==> config.mk <==
export PLATFORM = sky130hd
export DESIGN_NAME = pipe_ctrl
export DESIGN_NICKNAME = d
export VERILOG_FILES = /design/src/rtl/pipe_ctrl.sv
export SDC_FILE = /design/constraint.sdc
export NUM_CORES = 1
export LEC_CHECK = 0
export CAP_MARGIN = 40
export CORE_UTILIZATION = 25
export DETAILED_ROUTE_END_ITERATION = 6
export GPL_ROUTABILITY_DRIVEN = 0
export PLACE_DENSITY = 0.63
export SLEW_MARGIN = 25
export SYNTH_ARGS = -nofsm -noshare
export SYNTH_HDL_FRONTEND = slang
export SYNTH_SLANG_ARGS = --single-unit
==> constraint.sdc <==
create_clock -name clk -period 3.3 [get_ports clk]
set_input_delay 0.33 -clock clk [delete_from_list [all_inputs] [get_ports clk]]
set_output_delay 0.33 -clock clk [all_outputs]
set_load 0.05 [all_outputs]
==> src/rtl/pipe_ctrl.sv <==
// Hold/flush/redirect controller for the in-order RISC-V pipeline.
// Optional divide watchdog enabled by defining PIPE_CTRL_TIMEOUT_EN.
module pipe_ctrl #(
    parameter int            AW           = 32,
    parameter int            FLUSH_CYCLES = 2,
    parameter logic [AW-1:0] RESET_ADDR   = {AW{1'b0}},
    parameter int            DIV_TIMEOUT  = 64
) (
    input  logic          clk,
    input  logic          rst,
    input  logic          jump_en_i,
    input  logic [AW-1:0] jump_addr_i,
    input  logic          load_use_i,
    input  logic          div_start_i,
    input  logic          div_done_i,
    output logic          pc_load_o,
    output logic [AW-1:0] pc_addr_o,
    output logic          hold_if_o,
    output logic          hold_id_o,
    output logic          flush_if_o,
    output logic          flush_id_o,
    output logic          div_kill_o,
    output logic          busy_o,
    output logic          err_o
);

    typedef enum logic [1:0] {IDLE, FLUSH, DIV_WAIT} state_t;

    localparam logic [3:0] CNT_LOAD = 4'(FLUSH_CYCLES - 1);

    state_t     state;
    logic [3:0] cnt;

`ifdef PIPE_CTRL_TIMEOUT_EN
    localparam int WD_W = ($clog2(DIV_TIMEOUT + 1) > 7) ? $clog2(DIV_TIMEOUT + 1) : 7;
    localparam logic [WD_W-1:0] WD_LIMIT = WD_W'(DIV_TIMEOUT - 1);
    logic [WD_W-1:0] wd;
`else
    assign err_o = 1'b0;
`endif

    // Holds are combinational so the stall lands in the same cycle as the hazard.
    always_comb begin
        hold_if_o = 1'b0;
        hold_id_o = 1'b0;
        case (state)
            IDLE: hold_if_o = load_use_i && !jump_en_i && !div_start_i;
            DIV_WAIT: begin
                hold_if_o = !div_done_i;
                hold_id_o = !div_done_i;
            end
            default: ;
        endcase
    end

    always_ff @(posedge clk) begin
        if (!rst) begin
            state      <= IDLE;
            cnt        <= 4'd0;
            pc_addr_o  <= RESET_ADDR;
            pc_load_o  <= 1'b0;
            flush_if_o <= 1'b0;
            flush_id_o <= 1'b0;
            div_kill_o <= 1'b0;
            busy_o     <= 1'b0;
`ifdef PIPE_CTRL_TIMEOUT_EN
            wd         <= '0;
            err_o      <= 1'b0;
`endif
        end else begin
            pc_load_o  <= 1'b0;
            flush_if_o <= 1'b0;
            flush_id_o <= 1'b0;
            div_kill_o <= 1'b0;
            // A redirect wins in every state; from DIV_WAIT it also aborts the divider.
            if (jump_en_i) begin
                state      <= FLUSH;
                cnt        <= CNT_LOAD;
                pc_addr_o  <= jump_addr_i;
                pc_load_o  <= 1'b1;
                flush_if_o <= 1'b1;
                flush_id_o <= 1'b1;
                busy_o     <= 1'b1;
                if (state == DIV_WAIT)
                    div_kill_o <= 1'b1;
            end else begin
                case (state)
                    IDLE: begin
                        if (div_start_i) begin
                            state  <= DIV_WAIT;
                            busy_o <= 1'b1;
`ifdef PIPE_CTRL_TIMEOUT_EN
                            wd     <= '0;
`endif
                        end else begin
                            busy_o <= 1'b0;
                            if (load_use_i)
                                flush_id_o <= 1'b1;
                        end
                    end
                    FLUSH: begin
                        if (cnt == 4'd0) begin
                            state  <= IDLE;
                            busy_o <= 1'b0;
                        end else begin
                            cnt        <= cnt - 4'd1;
                            flush_if_o <= 1'b1;
                            flush_id_o <= 1'b1;
                            busy_o     <= 1'b1;
                        end
                    end
                    DIV_WAIT: begin
                        if (div_done_i) begin
                            state  <= IDLE;
                            busy_o <= 1'b0;
                        end
`ifdef PIPE_CTRL_TIMEOUT_EN
                        else if (wd == WD_LIMIT) begin
                            state      <= IDLE;
                            busy_o     <= 1'b0;
                            div_kill_o <= 1'b1;
                            err_o      <= 1'b1;
                        end else begin
                            wd <= wd + 1'b1;
                        end
`endif
                    end
                    default: begin
                        state  <= IDLE;
                        busy_o <= 1'b0;
                    end
                endcase
            end
        end
    end

endmodule

==> results.md <==
* Failing checks: design-rule violations
* CTS Hold Bufs at 0
* Warnings from Yosys at 0
* Routed WL at around 3600 µm
* LEAKAGE at just over 1 nW
* Final std cells w/o fill at 309
* Via/cell ratio at around 4.3
* Mapped Nets at just under 200
* HPWL Detailed at 2500 µm
* Setup Viol. Count Final at 0
* Slew @ Worst Pin at roughly 0.59 ns
* Fin nets at 270
* Drt wl/cell at between 10 and 15 µm
* Fmax at 390 MHz
* # fillers at around 630
* Vias at around 1300
* Placed Instances at ~300
* Root Buffer Master: clkbuf_8
* Fin. max-slew vios at 0
* Critical Path RT at a little under 3 ns
* First-pass GRT wire length at about 6100 µm
* Hold Crit Class: flop to flop
* I/O pins at around 80
* Total gr overflow at 0
* Clock slew at reported path FFs at about 0.08 ns
* Worst IR Drop VDD at 185 µV
* Syn Inst Count at 156
* Startpoint Class: input port
* Post-route DRC at 4
* Clk Latency, worst-skew pair at 0.29 ns
* Post-Synthesis Cell Area at 1680 µm²
* TritonCTS buffer count at 5
* Tmin final at roughly 2.6 ns
* Vias in the first global route at around 1300
* Arr. time, crit path at between 2 and 2.5 ns
* Maximum level of the CTS H-tree at 2
* Num rows at 29
* Clock sinks at 43
* RSZ-0062 raised after global routing: no
* Final antenna diode count at 0
* FF+latch count, synth at 43
* Max-Cap Viols at 0
* Clock buffer depth at 2
* CTS tree: yes
* Sequential area share after synthesis at between 50% and 60%
* Final setup TNS at 0 ns
* Antenna viol nets, final at 0
* Outcome: finished, violations left
* WHS at ~0.5 ns
* Slew headroom at roughly three fifths
* Mapped Avg Cell Area at 10.8 µm²
* Layout cell share with drive strength beyond 1 at under 10%
* Final setup skew at between 0.003 and 0.004 ns
* Starting DRC count in detailed routing at 17
* Fin. Hold Viols at 0
* Critical Path Sink Type: output port
* Postcts setup bufs at 0
* Port bufs at 76
* Die ar. at roughly 7000 µm²
* Area growth from synthesis to layout at 53.5%
* Multi-input gate area at 759 µm²
* FF/Latch Area at 861 µm²
* Yosys cell types at 25
* CP max FO at 3
* Crit share post-route at between 70 and 80%
* Die height at 84.0 µm
* Power per cell area at about 450 nW/µm²
* Core area at roughly 6400 µm²
* Total Power at ~1.2 mW
* Largest net degree at the start of global routing at 41
* Initial Util at between 20% and 30%
* Die width at approximately 84 µm
* Initial antenna violation count at 0
* CTS resizes at 0
* Drt first pass iters at 6
* Crit Path Class: input port to output port
* Total Routing Usage GR at between 10% and 20%
==> area by class of cell <==
type | instances | share of cell area (%)
Inverter | 3 | 0.436
Clock buffer | 6 | 2.81
Tap cell | 77 | 3.73
Clock inverter | 2 | 0.484
Multi-Input combinational cell | 100 | 29.4
Timing Repair Buffer | 78 | 29.8
Sequential cell | 43 | 33.3
==> worst max-delay path, cell delays in order <==
cell and delay, ns:
clkdlybuf4s50_1 0.44, or4b_1 0.49, a21oi_1 0.16, clkdlybuf4s50_1 0.81
==> flip-flops by register name (all words and copies together) (netlist names) <==
signal / flops
cnt: 4
state: 2
div_kill_o: 1
pc_load_o: 1
flush_if_o: 1
busy_o: 1
pc_addr_o: 32
flush_id_o: 1
==> synth_stat cells (all sizes together) <==
| master | number | area share [%] |
|---|---|---|
| nor4b | 1 | 0.52 |
| inv | 3 | 0.67 |
| or4 | 3 | 1.3 |
| o311a | 1 | 0.59 |
| buf | 5 | 1.9 |
| conb | 1 | 0.22 |
| mux2i | 32 | 19 |
| a21oi | 6 | 1.8 |
| dfxtp | 43 | 51 |
| ha | 1 | 0.74 |
| clkbuf | 5 | 1.1 |
| nor3 | 1 | 0.30 |
| nor3b | 1 | 0.45 |
| nor2b | 35 | 13 |
| or3b | 1 | 0.52 |
| and2 | 1 | 0.37 |
| o21ai | 2 | 0.59 |
| or4b | 1 | 0.59 |
| nand2b | 5 | 1.9 |
| nor2 | 2 | 0.45 |
| a211oi | 1 | 0.45 |
| o31a | 2 | 1.0 |
| or3 | 1 | 0.37 |
| o21a | 2 | 0.89 |
==> power by group <==
group,internal [mW],switching (mW),total (mW)
clock network,0.148,0.176,0.324
logic,0.124,0.157,0.281
registers,0.549,0.0155,0.564
total,0.820,0.349,1.17
==> per-stage QoR <==
stage	setup slack [ns]	area [µm²]	util, %
global route	0.661	2580	40.2
finish	0.734	2580	40.2
detailed placement	0.717	2500	38.9
floorplan	1.23	1680	-
CTS	0.726	2580	40.2
global placement	0.776	2500	38.9
==> cells in the final DEF, fill, tap and decap left out <==
cell type and n:
clkdlybuf4s50_1 75, dfxtp_1 43, nor2b_1 35, mux2i_1 32, a21oi_1 6, nand2b_1 5
clkbuf_8 5, inv_1 3, or4_1 3, nor2_1 2, o31a_1 2, o21ai_0 2
o21a_1 2, buf_4 2, or4b_1 1, nor3b_1 1, nor3_1 1, or3b_2 1
nor4b_1 1, and2_1 1, a211oi_1 1, o311a_1 1, or3_1 1, ha_1 1
conb_1 1, clkbuf_1 1, clkinvlp_4 1, clkinv_2 1, buf_2 1
==> layer usage <==
layer,up-vias,GRT usage [%],share of wire (%)
met5,-,0,0
met3,5,3.96,5.7
met4,0,3.76,1.4
met2,45,19.2,48
met1,605,12.3,45
li1,670,-,-
==> final timing paths <==
kind                    end  cells after the start   startpoint  slack (ns)
setup / recovery  hold_if_o                      4  div_start_i        0.73
hold / removal       cnt[3]                      2       cnt[3]        0.51
setup reg to reg     busy_o                      5       cnt[0]        1.78
hold reg to reg      cnt[3]                      2       cnt[3]        0.51
==> cells by family after synthesis <==
kind of cell | Yosys count | share of synthesized area [%]
DFF | 43 | 51.2
AOI/OAI and AO/OA | 14 | 5.35
muxes | 32 | 19.0
adders and majority gates | 1 | 0.743
buffers and inverters | 13 | 3.72
and+or+nand+nor | 52 | 19.8
other | 1 | 0.223
No activity file was read; power rests on OpenSTA's default activity.
